`config.mk`:
```
export PLATFORM = sky130hd
export DESIGN_NAME = rf_wb_arbiter
export DESIGN_NICKNAME = d
export VERILOG_FILES = /design/src/rtl/rf_wb_arbiter.sv
export SDC_FILE = /design/constraint.sdc
export NUM_CORES = 1
export LEC_CHECK = 0
export CORE_ASPECT_RATIO = 0.9
export CORE_UTILIZATION = 27
export CTS_CLUSTER_DIAMETER = 30
export DETAILED_ROUTE_END_ITERATION = 7
export GPL_ROUTABILITY_DRIVEN = 0
export SLEW_MARGIN = 30
export SYNTH_ARGS = -nofsm -noshare
export SYNTH_HDL_FRONTEND = slang
export SYNTH_SLANG_ARGS = --single-unit
```
`constraint.sdc`:
```
create_clock -name clk -period 1.75 [get_ports clk]
set_input_delay 0.175 -clock clk [delete_from_list [all_inputs] [get_ports clk]]
set_output_delay 0.175 -clock clk [all_outputs]
set_load 0.01 [all_outputs]
```
`src/rtl/rf_wb_arbiter.sv`:
```
// Writeback scheduler sharing the register-file write port between an ALU source (A) and a load source (B).
// Optional combinational forwarding from buffers/output register is enabled by defining RF_WB_FORWARD_EN.
module rf_wb_arbiter #(
  parameter int unsigned DATA_W = 32,
  parameter int unsigned ADDR_W = 5,
  parameter int unsigned CNT_W  = 16
) (
  input  logic              clk,
  input  logic              rst,
  input  logic              a_valid,
  output logic              a_ready,
  input  logic [ADDR_W-1:0] a_addr,
  input  logic [DATA_W-1:0] a_data,
  input  logic              b_valid,
  output logic              b_ready,
  input  logic [ADDR_W-1:0] b_addr,
  input  logic [DATA_W-1:0] b_data,
`ifdef RF_WB_FORWARD_EN
  input  logic [ADDR_W-1:0] fwd_addr1,
  input  logic [ADDR_W-1:0] fwd_addr2,
  output logic              fwd_hit1,
  output logic              fwd_hit2,
  output logic [DATA_W-1:0] fwd_data1,
  output logic [DATA_W-1:0] fwd_data2,
`endif
  output logic              rf_wr_en,
  output logic [ADDR_W-1:0] rf_wr_addr,
  output logic [DATA_W-1:0] rf_wr_data,
  output logic [CNT_W-1:0]  conflict_cnt,
  output logic              idle
);

  logic              a_full_q, a_full_d, b_full_q, b_full_d;
  logic [ADDR_W-1:0] a_addr_q, a_addr_d, b_addr_q, b_addr_d;
  logic [DATA_W-1:0] a_data_q, a_data_d, b_data_q, b_data_d;
  // age_diff: both buffered entries arrived in different cycles; older_b: B is the older one
  logic              age_diff_q, age_diff_d, older_b_q, older_b_d;
  logic              last_b_q, last_b_d;
  logic              wr_en_q, wr_en_d;
  logic [ADDR_W-1:0] wr_addr_q, wr_addr_d;
  logic [DATA_W-1:0] wr_data_q, wr_data_d;
  logic [CNT_W-1:0]  cnt_q, cnt_d;
  logic              idle_q, idle_d;

  logic              grant_a_c, grant_b_c, a_xfer_c, b_xfer_c;
  logic [ADDR_W-1:0] g_addr_c;
  logic [DATA_W-1:0] g_data_c;

  // Grant: lone entry wins; otherwise the older; on equal age the side opposite last_grant
  always_comb begin
    grant_a_c = 1'b0;
    grant_b_c = 1'b0;
    if (a_full_q && b_full_q) begin
      if (age_diff_q) begin
        grant_a_c = !older_b_q;
        grant_b_c = older_b_q;
      end else begin
        grant_a_c = last_b_q;
        grant_b_c = !last_b_q;
      end
    end else begin
      grant_a_c = a_full_q;
      grant_b_c = b_full_q;
    end
  end

  assign a_ready  = !a_full_q || grant_a_c;
  assign b_ready  = !b_full_q || grant_b_c;
  assign a_xfer_c = a_valid && a_ready;
  assign b_xfer_c = b_valid && b_ready;
  assign g_addr_c = grant_b_c ? b_addr_q : a_addr_q;
  assign g_data_c = grant_b_c ? b_data_q : a_data_q;

  always_comb begin
    a_full_d   = a_full_q;
    a_addr_d   = a_addr_q;
    a_data_d   = a_data_q;
    b_full_d   = b_full_q;
    b_addr_d   = b_addr_q;
    b_data_d   = b_data_q;
    age_diff_d = age_diff_q;
    older_b_d  = older_b_q;
    last_b_d   = last_b_q;
    wr_en_d    = 1'b0;
    wr_addr_d  = wr_addr_q;
    wr_data_d  = wr_data_q;
    cnt_d      = cnt_q;

    if (grant_a_c) a_full_d = 1'b0;
    if (grant_b_c) b_full_d = 1'b0;
    if (a_xfer_c) begin
      a_full_d = 1'b1;
      a_addr_d = a_addr;
      a_data_d = a_data;
    end
    if (b_xfer_c) begin
      b_full_d = 1'b1;
      b_addr_d = b_addr;
      b_data_d = b_data;
    end

    // A new entry landing next to a held one is younger; simultaneous captures tie
    if (a_full_d && b_full_d) begin
      if (a_xfer_c || b_xfer_c) begin
        age_diff_d = a_xfer_c ^ b_xfer_c;
        older_b_d  = a_xfer_c;
      end
    end else begin
      age_diff_d = 1'b0;
      older_b_d  = 1'b0;
    end

    if (grant_a_c || grant_b_c) begin
      last_b_d  = grant_b_c;
      wr_en_d   = (g_addr_c != ADDR_W'(0));
      wr_addr_d = g_addr_c;
      wr_data_d = g_data_c;
    end

    if (a_full_q && b_full_q && (cnt_q != {CNT_W{1'b1}})) cnt_d = cnt_q + CNT_W'(1);

    idle_d = !a_full_d && !b_full_d && !wr_en_d;
  end

  always_ff @(posedge clk) begin
    if (rst) begin
      a_full_q   <= 1'b0;
      a_addr_q   <= '0;
      a_data_q   <= '0;
      b_full_q   <= 1'b0;
      b_addr_q   <= '0;
      b_data_q   <= '0;
      age_diff_q <= 1'b0;
      older_b_q  <= 1'b0;
      last_b_q   <= 1'b1;
      wr_en_q    <= 1'b0;
      wr_addr_q  <= '0;
      wr_data_q  <= '0;
      cnt_q      <= '0;
      idle_q     <= 1'b1;
    end else begin
      a_full_q   <= a_full_d;
      a_addr_q   <= a_addr_d;
      a_data_q   <= a_data_d;
      b_full_q   <= b_full_d;
      b_addr_q   <= b_addr_d;
      b_data_q   <= b_data_d;
      age_diff_q <= age_diff_d;
      older_b_q  <= older_b_d;
      last_b_q   <= last_b_d;
      wr_en_q    <= wr_en_d;
      wr_addr_q  <= wr_addr_d;
      wr_data_q  <= wr_data_d;
      cnt_q      <= cnt_d;
      idle_q     <= idle_d;
    end
  end

  assign rf_wr_en     = wr_en_q;
  assign rf_wr_addr   = wr_addr_q;
  assign rf_wr_data   = wr_data_q;
  assign conflict_cnt = cnt_q;
  assign idle         = idle_q;

`ifdef RF_WB_FORWARD_EN
  // With equal ages the buffer not granted now writes later, so it counts as younger
  logic young_b_c;
  assign young_b_c = age_diff_q ? !older_b_q : grant_a_c;

  function automatic logic [DATA_W:0] fwd_lookup(input logic [ADDR_W-1:0] ra);
    logic hit_a, hit_b, hit_o;
    logic [DATA_W:0] res;
    hit_a = a_full_q && (a_addr_q == ra);
    hit_b = b_full_q && (b_addr_q == ra);
    hit_o = wr_en_q && (wr_addr_q == ra);
    res   = '0;
    if (ra != ADDR_W'(0)) begin
      if (hit_a && hit_b) res = {1'b1, (young_b_c ? b_data_q : a_data_q)};
      else if (hit_a)     res = {1'b1, a_data_q};
      else if (hit_b)     res = {1'b1, b_data_q};
      else if (hit_o)     res = {1'b1, wr_data_q};
    end
    return res;
  endfunction

  always_comb begin
    {fwd_hit1, fwd_data1} = fwd_lookup(fwd_addr1);
    {fwd_hit2, fwd_data2} = fwd_lookup(fwd_addr2);
  end
`endif

endmodule

```
==> results of run 1 <==
==> layout make-up <==
type,instances,area [um2]
Clock buffer,21,460
Clock inverter,10,105
Fill cell,2212,13300
Inverter,45,169
Multi-Input combinational cell,519,3010
Sequential cell,134,2700
Tap cell,291,364
Timing Repair Buffer,173,1720
==> repair_timing <==
action,in CTS,in global routing
cloned,0,1
resized for setup,5,12
pin swaps,0,2
setup endpoints to repair,2,27
==> through the flow <==
stage | total power [mW] | std cells | worst slack [ps]
CTS | 8.14 | 1192 | 5.04
finish | 8.04 | 1193 | 62.0
floorplan | 4.04 | 759 | 17.3
global placement | 4.62 | 1161 | 68.5
detailed placement | 4.64 | 1161 | 13.2
global route | 8.40 | 1193 | 3.40
==> worst paths after layout <==
path	startpoint	end	slack [ps]	depth (start not counted)
setup / recovery	conflict_cnt[9]	conflict_cnt[10]	60	6
hold reg to reg	a_data_q[9]	a_data_q[9]	450	2
hold / removal	rst	last_b_q	290	4
setup reg to reg	conflict_cnt[9]	conflict_cnt[10]	60	6
==> worst reg2reg max path: stages (launching register included) <==
cell	delay, ps
dfxtp_1	350
nand4_2	130
buf_4	170
or3_4	390
buf_4	150
o311ai_1	240
o41ai_1	120
==> registers in the layout (all words and copies together) (netlist names) <==
signal / flops
rf_wr_addr: 5
b_addr_q: 5
a_data_q: 32
older_b_q: 1
b_data_q: 32
conflict_cnt: 16
idle: 1
a_full_q: 1
last_b_q: 1
rf_wr_en: 1
rf_wr_data: 32
a_addr_q: 5
age_diff_q: 1
b_full_q: 1
==> synth_stat cells (7+ instances only) <==
library cell and n:
o221ai_1 37, nand2_1 158, nor2_1 52, inv_1 41, clkbuf_1 36, dfxtp_1 134, buf_2 18, nand2b_1 37
a21oi_1 85, a311oi_1 37, o21a_1 39, nand3_1 7
==> per-layer routing <==
metal  track usage, %  vias to the layer above
met5                0                        -
met4             5.21                        0
met2             26.0                      162
met1             21.2                     2751
li1                 -                     2931
met3             4.39                       14
==> kinds of logic (layout without fill, tap and decap cells) <==
family,count (synthesis),in the layout,share of synthesized area (%)
AO/OA/AOI/OAI,222,222,25.5
adder cells (fa/ha/maj),2,2,0.413
buffers and inverters,106,249,7.03
flip-flops,134,134,44.3
multiplexers,8,8,1.41
AND/OR/NAND/NOR,287,287,21.3
==> power by group <==
part	switching [mW]	internal, mW	total (mW)
combinational	0.612	0.598	1.21
sequential	0.120	3.24	3.36
clock	1.32	2.15	3.47
==> flow_metrics.tcl, run 1 <==
set metrics [dict create \
    status "finished, final reports clean" \
    clk_pin_slew_ps 60 \
    die_width_um 160 \
    synth_edf_count 0 \
    relSlewSlack_pct 67.5 \
    most-common-layout-cells "157 x nand2_1, 131 x clkdlybuf4s50_1, 125 x dfxtp_1, 85 x a21oi_1, 51 x nor2_1" \
    netlist_area_mm2 0.00605 \
    worst_path_most_repeated_cell "buf_4" \
    tns_ps 0 \
    grt_max_degree 97 \
    synth_area_leader_cell "dfxtp_1" \
    numPortBuffers 134 \
    p_per_area_mw_per_mm2 943 \
    drv_slew 0 \
    path_buf_inv 2 \
    n_antenna_cell 0 \
    fmax_ghz 0.592 \
    dr.pass1.iters 8 \
    synth.distinct_cells 44 \
    final_common_cell "nand2_1" \
    vias 5858 \
    wl_met2_um 8360 \
    wl_met3_um 1010 \
    initial_core_util_pct 27.7 \
    start_kind "flip-flop" \
    routed_via_density 4.91 \
    synth.top_cells.by_area "dfxtp_1 44%, nand2_1 9.8%, a21oi_1 7.0%" \
    async_reset_ff_share_pct 0 \
    drtIter0Drc 373 \
    synth_top_area_share_pct 44.3 \
    cts_tree "done" \
    met1_length_um 8760 \
    drive_above_1_share_pct 11.0 \
    utilization_pct 39.1 \
    netlist_instances 759 \
    cp_top_family "simple AND/OR/NAND/NOR gates" \
    grt_pass1_vias 5567 \
    routedWlPerCell_um 15.4 \
    clockRootBuffer "clkbuf_16" \
    antenna_left 0 \
    setup.worst_path.class "flip-flop to flip-flop" \
    cts_buffer_depth 2 \
    htree_num_levels 4 \
    yosys_warnings 0 \
    synth_seq_cells 134 \
    rsz0062_at_grt "false" \
    holdWs_ps 289 \
    finalHoldViolCount 0 \
    syn2layout_area_growth_pct 40.9 \
    cts.sinks 134 \
    period_share_pct 96.5 \
    grt.overflow.total 0 \
    dp_hpwl_um 11600 \
    cp.required_ps 2040 \
    dr.max_layer_used "met4" \
    ys.flop_type "dfxtp_1" \
    p_leak_nw 3.09 \
    drt-total-wl_um 18400 \
    route.detailed.drc 0 \
    grt_pass1_wl_um 29200 \
    postSynthAreaPerCell_um2 7.98 \
    clk_latency_ps 410 \
    tightest_slew_ps 487 \
    num_rows 51 \
    vdd_drop_max_mv 0.484 \
    finClkSkew_ps 6.73 \
    hold_buffers 0 \
    arrival_ps 1970 \
    period_needed_ps 1690 \
    cts_buffers 17 \
    yosysSeqAreaShare_pct 44.3 \
    dieArea_mm2 0.0230 \
    postCtsSetupRepairBufs 0 \
    final_area_mm2 0.00853 \
    hp-class "input pin to flip-flop" \
    slowest_stage "or3_4" \
    setup_viol 0 \
    antenna_found_initial 0 \
    placeableCoreArea_mm2 0.0218 \
    synth_nets 839 \
    end_kind "flip-flop" \
    dpl_cell_area_mm2 0.00791 \
    path_cells "nand4_2 > buf_4 > or3_4 > buf_4 > o311ai_1 > o41ai_1" \
    io_pins 135 \
    die_h_um 144 \
    nNetsFinal 970 \
    grtUsageTotal_pct 16.2 \
    max-cap-violations 0 \
    path_max_fanout 4 \
    slowest_delay_ps 390 \
]
No activity file was read; power rests on OpenSTA's default activity.
==> run 2, diff against run 1 <==
--- a/config.mk
+++ b/config.mk
@@ -5,7 +5,9 @@
 export SDC_FILE = /design/constraint.sdc
 export NUM_CORES = 1
 export LEC_CHECK = 0
+export ABC_CLOCK_PERIOD_IN_PS = 1750
 export CORE_ASPECT_RATIO = 0.9
+export CORE_MARGIN = 2
 export CORE_UTILIZATION = 27
 export CTS_CLUSTER_DIAMETER = 30
 export DETAILED_ROUTE_END_ITERATION = 7
==> flow_metrics.tcl, run 2 (synthesis results as in run 1) <==
set metrics [dict create \
    cts_tree "done" \
    end_kind "flip-flop" \
    finClkSkew_ps 7.56 \
    clk_pin_slew_ps 60 \
    finalHoldViolCount 0 \
    n_antenna_cell 0 \
    p_per_area_mw_per_mm2 949 \
    cts.sinks 134 \
    antenna_found_initial 0 \
    clockRootBuffer "clkbuf_16" \
    vdd_drop_max_mv 0.422 \
    p_leak_nw 3.11 \
    hold_depth 4 \
    start_kind "flip-flop" \
    cp.required_ps 2050 \
    setup_viol 0 \
    tns_ps 0 \
    final_common_cell "nand2_1" \
    relSlewSlack_pct 68.9 \
    setup.worst_path.class "flip-flop to flip-flop" \
    grtUsageTotal_pct 15.8 \
    numPortBuffers 134 \
    grt_pass1_vias 5549 \
    num_rows 51 \
    syn2layout_area_growth_pct 41.4 \
    htree_num_levels 4 \
    fmax_ghz 0.599 \
    path_max_fanout 3 \
    initial_core_util_pct 27.7 \
    route.detailed.drc 0 \
    dr.pass1.iters 5 \
    placeableCoreArea_mm2 0.0218 \
    period_share_pct 95.5 \
    max-cap-violations 0 \
    die_width_um 162 \
    r2r_cells 4 \
    die_h_um 146 \
    io_pins 135 \
    antenna_left 0 \
    power_mw 8.12 \
    drive_above_1_share_pct 11.2 \
    most-common-layout-cells "157 x nand2_1, 131 x clkdlybuf4s50_1, 126 x dfxtp_1, 85 x a21oi_1, 51 x nor2_1" \
    grt_max_degree 97 \
    grt_pass1_wl_um 29600 \
    dieArea_mm2 0.0236 \
    arrival_ps 1980 \
    tightest_slew_ps 467 \
    grt.overflow.total 0 \
    rsz0062_at_grt "false" \
    drv_slew 0 \
    period_needed_ps 1670 \
    vias 5842 \
    routed_via_density 4.88 \
    cts_buffers 17 \
    cts_buffer_depth 2 \
    hold_buffers 0 \
    routedWlPerCell_um 15.5 \
    drtIter0Drc 404 \
    status "finished, final reports clean" \
    nNetsFinal 972 \
    clk_latency_ps 420 \
    drt-total-wl_um 18500 \
    hp-class "input pin to flip-flop" \
    dp_hpwl_um 11700 \
]
## run 2: layout make-up
type	count	area, um2
fill	2213	13300
multi-input combinational	519	3010
sequential	134	2690
timing repair buffer	175	1750
clock buffer	23	478
tap	291	364
inverter	45	169
clock inverter	9	100
## run 2: per-layer routing
| layer | wire length (um) | up-vias | track usage, % |
|---|---|---|---|
| met1 | 8780 | 2750 | 20.8 |
| li1 | - | 2934 | - |
| met2 | 8550 | 142 | 25.7 |
| met3 | 980 | 16 | 3.95 |
| met4 | 213 | 0 | 4.34 |
| met5 | 0 | - | 0 |
## run 2: what timing repair did
item                                   CTS  global route
cloned                                   0             1
pin swaps                                0             2
buffers inserted                         0             0
endpoints found under the hold margin    0             0
setup endpoints to repair                2            56
gates resized for setup                  7            11
## run 2: worst max-delay path: stages (launching register included)
cell and delay (ps):
dfxtp_1 350, nand4_2 120, or4_4 520, nor3b_1 230, mux2_1 330
## run 2: final timing paths
path                   startpoint  slack (ps)               end
setup reg to reg  conflict_cnt[8]          80  conflict_cnt[11]
hold / removal                rst         250          last_b_q
hold reg to reg      a_data_q[10]         450      a_data_q[10]
setup / recovery  conflict_cnt[8]          80  conflict_cnt[11]
## run 2: stage by stage
step | util, % | setup WS, ps | hold slack, ps | instances | instance area, um2
after CTS | 39.0 | 29.0 | 230 | 1195 | 8510
after detailed placement | 36.3 | 45.7 | 442 | 1163 | 7920
after global routing | 39.2 | 3.82 | 254 | 1196 | 8560
after global placement | 36.3 | 42.7 | 438 | 1163 | 7920
after floorplan | - | 17.3 | 311 | 759 | 6070
final | 39.2 | 79.2 | 253 | 1196 | 8560
## run 2: where the power goes
part | total, mW | internal, mW | switching [mW]
Clock | 3.55 | 2.20 | 1.35
Combinational | 1.21 | 0.603 | 0.612
Sequential | 3.36 | 3.24 | 0.121
Total | 8.12 | 6.04 | 2.08
